$ cat src/rtl/ioctl_upload_responder.sv
// Answers hps_io upload (save) requests for one ioctl_index by pausing the core and
// streaming bytes out of its NVRAM/hiscore RAM port, stalling the HPS with ioctl_wait.
module ioctl_upload_responder #(
    parameter int unsigned INDEX  = 4,
    parameter int unsigned AW     = 10,
    parameter int unsigned DEPTH  = 1024,
    parameter int unsigned RD_LAT = 2
) (
    input  logic          clk_sys_i,
    input  logic          reset_n_i,
    input  logic          ioctl_upload_i,
    input  logic [7:0]    ioctl_index_i,
    input  logic          ioctl_rd_i,
    input  logic [26:0]   ioctl_addr_i,
    output logic [7:0]    ioctl_din_o,
    output logic          ioctl_wait_o,
    output logic          pause_req_o,
    input  logic          pause_ack_i,
    output logic [AW-1:0] mem_addr_o,
    output logic          mem_rd_o,
    input  logic [7:0]    mem_dout_i,
    output logic          mem_own_o,
    output logic [15:0]   bytes_read_o,
    output logic          upload_done_o
);

    localparam logic [1:0] StIdle  = 2'd0;
    localparam logic [1:0] StPause = 2'd1;
    localparam logic [1:0] StReady = 2'd2;
    localparam logic [1:0] StFetch = 2'd3;

    localparam logic [26:0] DepthW = 27'(DEPTH);
    localparam logic [2:0]  RdLatW = 3'(RD_LAT);
    localparam logic [7:0]  IndexW = 8'(INDEX);

    logic [1:0]    state_q, state_d;
    logic [2:0]    cnt_q, cnt_d;
    logic [AW-1:0] addr_q, addr_d;
    logic [7:0]    din_q, din_d;
    logic [15:0]   bytes_q, bytes_d;
    logic          done_q, done_d;
    logic          seen_q, seen_d;

    logic          active;
    logic          in_range;
    logic [15:0]   bytes_inc;

    assign active    = ioctl_upload_i && (ioctl_index_i == IndexW);
    assign in_range  = ioctl_addr_i < DepthW;
    assign bytes_inc = (bytes_q == 16'hFFFF) ? bytes_q : bytes_q + 16'd1;

    always_comb begin
        state_d = state_q;
        cnt_d   = cnt_q;
        addr_d  = addr_q;
        din_d   = din_q;
        bytes_d = bytes_q;
        done_d  = 1'b0;
        seen_d  = seen_q;
        // Losing the session wins over everything, including an in-flight fetch.
        if (state_q != StIdle && !active) begin
            state_d = StIdle;
            done_d  = seen_q;
        end else begin
            case (state_q)
                StIdle: begin
                    if (active) begin
                        state_d = StPause;
                        bytes_d = 16'd0;
                        seen_d  = 1'b0;
                    end
                end
                StPause: begin
                    if (pause_ack_i) begin
                        state_d = StReady;
                        seen_d  = 1'b1;
                    end
                end
                StReady: begin
                    if (ioctl_rd_i) begin
                        if (in_range) begin
                            state_d = StFetch;
                            cnt_d   = 3'd1;
                            addr_d  = ioctl_addr_i[AW-1:0];
                        end else begin
                            din_d   = 8'hFF;
                            bytes_d = bytes_inc;
                        end
                    end else if (!pause_ack_i) begin
                        state_d = StPause;
                    end
                end
                StFetch: begin
                    if (cnt_q == RdLatW) begin
                        din_d   = mem_dout_i;
                        bytes_d = bytes_inc;
                        state_d = pause_ack_i ? StReady : StPause;
                    end else begin
                        cnt_d = cnt_q + 3'd1;
                    end
                end
                default: state_d = StIdle;
            endcase
        end
    end

    always_ff @(posedge clk_sys_i or negedge reset_n_i) begin
        if (!reset_n_i) begin
            state_q <= StIdle;
            cnt_q   <= 3'd0;
            addr_q  <= '0;
            din_q   <= 8'h00;
            bytes_q <= 16'd0;
            done_q  <= 1'b0;
            seen_q  <= 1'b0;
        end else begin
            state_q <= state_d;
            cnt_q   <= cnt_d;
            addr_q  <= addr_d;
            din_q   <= din_d;
            bytes_q <= bytes_d;
            done_q  <= done_d;
            seen_q  <= seen_d;
        end
    end

    always_comb begin
        pause_req_o = state_q != StIdle;
        mem_own_o   = (state_q == StReady) || (state_q == StFetch);
        ioctl_wait_o = 1'b0;
        unique case (state_q)
            StPause: ioctl_wait_o = 1'b1;
            StReady: ioctl_wait_o = ioctl_rd_i;
            StFetch: ioctl_wait_o = 1'b1;
            default: ioctl_wait_o = 1'b0;
        endcase
        mem_rd_o   = (state_q == StReady) && ioctl_rd_i && in_range && active;
        mem_addr_o = ((state_q == StReady) && ioctl_rd_i) ? ioctl_addr_i[AW-1:0] : addr_q;
    end

    assign ioctl_din_o   = din_q;
    assign bytes_read_o  = bytes_q;
    assign upload_done_o = done_q;

endmodule

$ cat config.mk
export PLATFORM = sky130hd
export DESIGN_NAME = ioctl_upload_responder
export DESIGN_NICKNAME = d
export VERILOG_FILES = /design/src/rtl/ioctl_upload_responder.sv
export SDC_FILE = /design/constraint.sdc
export NUM_CORES = 1
export LEC_CHECK = 0
export CORE_MARGIN = 4
export CORE_UTILIZATION = 25
export DETAILED_ROUTE_END_ITERATION = 10
export GPL_TIMING_DRIVEN = 0
export PLACE_DENSITY_LB_ADDON = 0.3
export SYNTH_ARGS = -nofsm -noshare
export SYNTH_HDL_FRONTEND = slang
export SYNTH_SLANG_ARGS = --single-unit
$ cat constraint.sdc
create_clock -name clk_sys_i -period 2.6 [get_ports clk_sys_i]
set_input_delay 0.39 -clock clk_sys_i [delete_from_list [all_inputs] [get_ports clk_sys_i]]
set_output_delay 0.39 -clock clk_sys_i [all_outputs]
set_load 0.005 [all_outputs]
==> metrics.csv <==
stage,metric,value,unit
pwr,P_sw,277.0,uW
layout,highest-count cells in the layout ignoring fill and taps,"clkdlybuf4s50_1 (83), dfrtp_1 (41), nor2_1 (28)",
placement,Port Buffers,86,
setup_path,"Cell Chain, Critical Path","buf_4, and2b_2, nand2_4, clkbuf_16, mux2_2, clkdlybuf4s50_1",
setup_path,CP Buf/Inv Count,3,
die,Row Count,35,
global_route,"Remaining Overflow, GRT",0,
layout,area occupied by multi-input gates,1380,um^2
layout,layout cell share with drive strength beyond 1,0.1607,
die,die area,11390,um^2
clocking,CTS tree,done,
run_status,status,completed,
timing,Slew Limit Fails,0,
global_route,total track usage,0.1275,
timing,post-route minimum period,2.502,ns
pwr,Clock power frac,0.422,
setup_path,CP max-delay cell,clkdlybuf4s50_1,
placement,DP HPWL,5.487,mm
setup_path,CP Launch Type,register,
clocking,clk slew on worst S/H paths,0.09,ns
detailed_routing,Top Layer Used,met4,
pwr,sw frac,0.2126,
clocking,clock latency at the later pin of the worst-skew pair,0.30,ns
setup_path,Register-to-Register Setup Slack,0.39,ns
global_route,antenna violations before repair,0,
detailed_routing,met3 wire length,658,um
global_route,first-pass GRT wire length,11.85,mm
setup_path,"CP delay by family, top",buffers and inverters,
setup_path,worst-path fanout max,10,
pwr,Power Internal,1.026,mW
die,Starting Density,0.2601,
layout,"most common cell after layout, fill and taps aside",clkdlybuf4s50_1,
setup_path,max incr delay on CP,0.45,ns
pwr,IR Drop Worst-Case VDD,0.0001797,V
layout,fin util,0.3949,
layout,Area Growth Syn to Fin,51.85,%
detailed_routing,DR pass1 iterations,5,
logic_synthesis,post-synthesis cell type count,44,
timing,Tcrit/Tclk final,0.9624,
layout,Finished Layout Cells,490,
placement,DP Cell Count,476,
detailed_routing,Post-route DRC,0,
pwr,Comb pwr share,0.085,
global_route,vias in the first global route,2433,
timing,Max Freq,399.6,MHz
placement,Area after DPL,3475,um^2
detailed_routing,Met1 Routed Length,3.131,mm
logic_synthesis,Syn Area/Cell,9.374,um^2
pwr,leakage,1.606,nW
clocking,CTS Buf Count,5,
die,core area,9371,um^2
logic_synthesis,fraction of registers with async set/reset,1.000,
logic_synthesis,Post-synth EDFFs,0,
detailed_routing,DR WL/cell,14.62,um
die,Die Wd,106.7,um
logic_synthesis,"Warnings, synthesis",0,
setup_path,Worst EP arrival,2.11,ns
detailed_routing,Vias/cell,4.869,
placement,Placer Congestion,0.8758,
logic_synthesis,Syn Nets,311,
die,Ports,87,
detailed_routing,vias,2386,
timing,final hold violation count,0,
layout,sequential cell area,1026,um^2
layout,# diodes,0,
clocking,CTS sink cnt,41,
timing,Final setup viols,0,
pwr,PD cells,352.0,nW/um^2
logic_synthesis,post-synthesis sequential area ratio,0.4209,
logic_synthesis,ys flop type,dfrtp_1,
logic_synthesis,Syn Inst Count,260,
clocking,clk root buf,clkbuf_8,
layout,Fill cells,988,
detailed_routing,initial DRC count,93,
hold_path,type of the most critical hold path,input pin to async pin,
setup_path,Critical Path Sink Type,primary output,
clocking,CTS Buffer Depth,2,
detailed_routing,Detail Route Antenna Nets,0,
setup_path,Worst EP required,2.21,ns
global_route,largest net degree at the start of global routing,31,
detailed_routing,Final Routed Wirelength,7.164,mm
pwr,Sequential Power Share,0.494,
layout,NumNets Final,411,
timing,Worst Tran Pin Value,0.8078,ns
setup_path,CP Class,register to primary output,
detailed_routing,met2 routed WL,3.315,mm
layout,Finished Cell Area,3701,um^2
clocking,# H-tree levels,2,
timing,Rel. slew slack,0.4570,
logic_synthesis,Post-Synthesis Cell Area,2437,um^2
job,Max-Cap Viols,0,
logic_synthesis,synthesized flop and latch total,41,
timing,RSZ-0062 raised after global routing,false,
die,die height,106.7,um
timing,Worst Skew,0.009947,ns
-- cells by family (layout without fill, tap and decap cells) --
group | Yosys count | after routing | share of synthesized area
multiplexers | 29 | 29 | 0.1299
buffers and inverters | 16 | 117 | 0.02669
adder cells (fa/ha/maj) | 3 | 3 | 0.01540
flip-flops | 41 | 41 | 0.4209
AO/OA/AOI/OAI | 37 | 37 | 0.1073
AND/OR/NAND/NOR | 134 | 134 | 0.2998
-- cell type report --
| type | count | share of cell area |
|---|---|---|
| Clock inverter | 2 | 0.01014 |
| Timing Repair Buffer | 93 | 0.2498 |
| Inverter | 3 | 0.003043 |
| Buffer | 13 | 0.02096 |
| Clock buffer | 6 | 0.02231 |
| Sequential cell | 41 | 0.2772 |
| Multi-Input combinational cell | 203 | 0.3729 |
| Tap cell | 129 | 0.04361 |
-- per-stage QoR --
step / setup slack [ns] / hold WS [ns] / TNS (ns) / power (mW)
2_1_floorplan: 0.6139 / 0.09441 / 0 / 0.6654
3_3_place_gp: -0.2300 / 0.4832 / -5.728 / 0.7588
3_5_place_dp: -0.2421 / 0.3010 / -3.311 / 0.7633
4_1_cts: 0.003183 / 0.5125 / 0 / 1.326
5_1_grt: 0.003090 / 0.5305 / 0 / 1.356
6_report: 0.09778 / 0.5066 / 0 / 1.303
-- power groups by stage --
stage | Clock (mW) | Sequential (mW) | Combinational, mW
2_1_floorplan | 0 | 0.655 | 0.0103
3_3_place_gp | 0 | 0.656 | 0.103
3_5_place_dp | 0 | 0.656 | 0.107
4_1_cts | 0.570 | 0.643 | 0.112
5_1_grt | 0.592 | 0.644 | 0.120
6_report | 0.549 | 0.643 | 0.110
-- cell usage after synthesis (4+ instances only) --
master / count / share of area
nand4_1: 10 / 0.026
clkbuf_1: 9 / 0.014
nor2_1: 28 / 0.043
nand3_1: 10 / 0.021
a211oi_1: 4 / 0.012
buf_2: 4 / 0.0082
nand2_1: 24 / 0.037
a21o_1: 4 / 0.012
dfrtp_1: 41 / 0.42
and3_1: 10 / 0.026
nor4_1: 14 / 0.036
nand2b_1: 14 / 0.036
mux2_2: 21 / 0.097
a21oi_1: 11 / 0.023
a31oi_1: 4 / 0.010
mux2i_1: 8 / 0.033
-- what timing repair did --
action,4_1_cts,5_1_grt
buffers inserted,2,3
cloned,0,0
setup endpoints to repair,9,8
gates resized for setup,13,3
hold buffers,1,0
pin swaps,3,0
hold endpoints to repair,11,0
-- path summary, 6_finish.rpt --
path | endpoint | from | cells past startpoint
max | mem_addr_o[4] | state_q[1] | 6
min | bytes_read_o[3] | reset_n_i | 2
max reg2reg | bytes_read_o[3] | cnt_q[0] | 8
min reg2reg | seen_q | seen_q | 2
max in group asynchronous | state_q[0] | reset_n_i | 3
min in group clk_sys_i | seen_q | seen_q | 2
-- metal layers --
layer	up-vias	global-route usage
li1	1157	-
met1	1131	0.1630
met2	91	0.2032
met3	7	0.04877
met4	0	0.03105
met5	-	0
-- state kept, by name, indices dropped and copies added (netlist names) --
signal         count
ioctl_din_o        8
seen_q             1
state_q            2
bytes_read_o      16
cnt_q              3
upload_done_o      1
addr_q            10
Note: power is estimated with default switching activity, not from simulation.
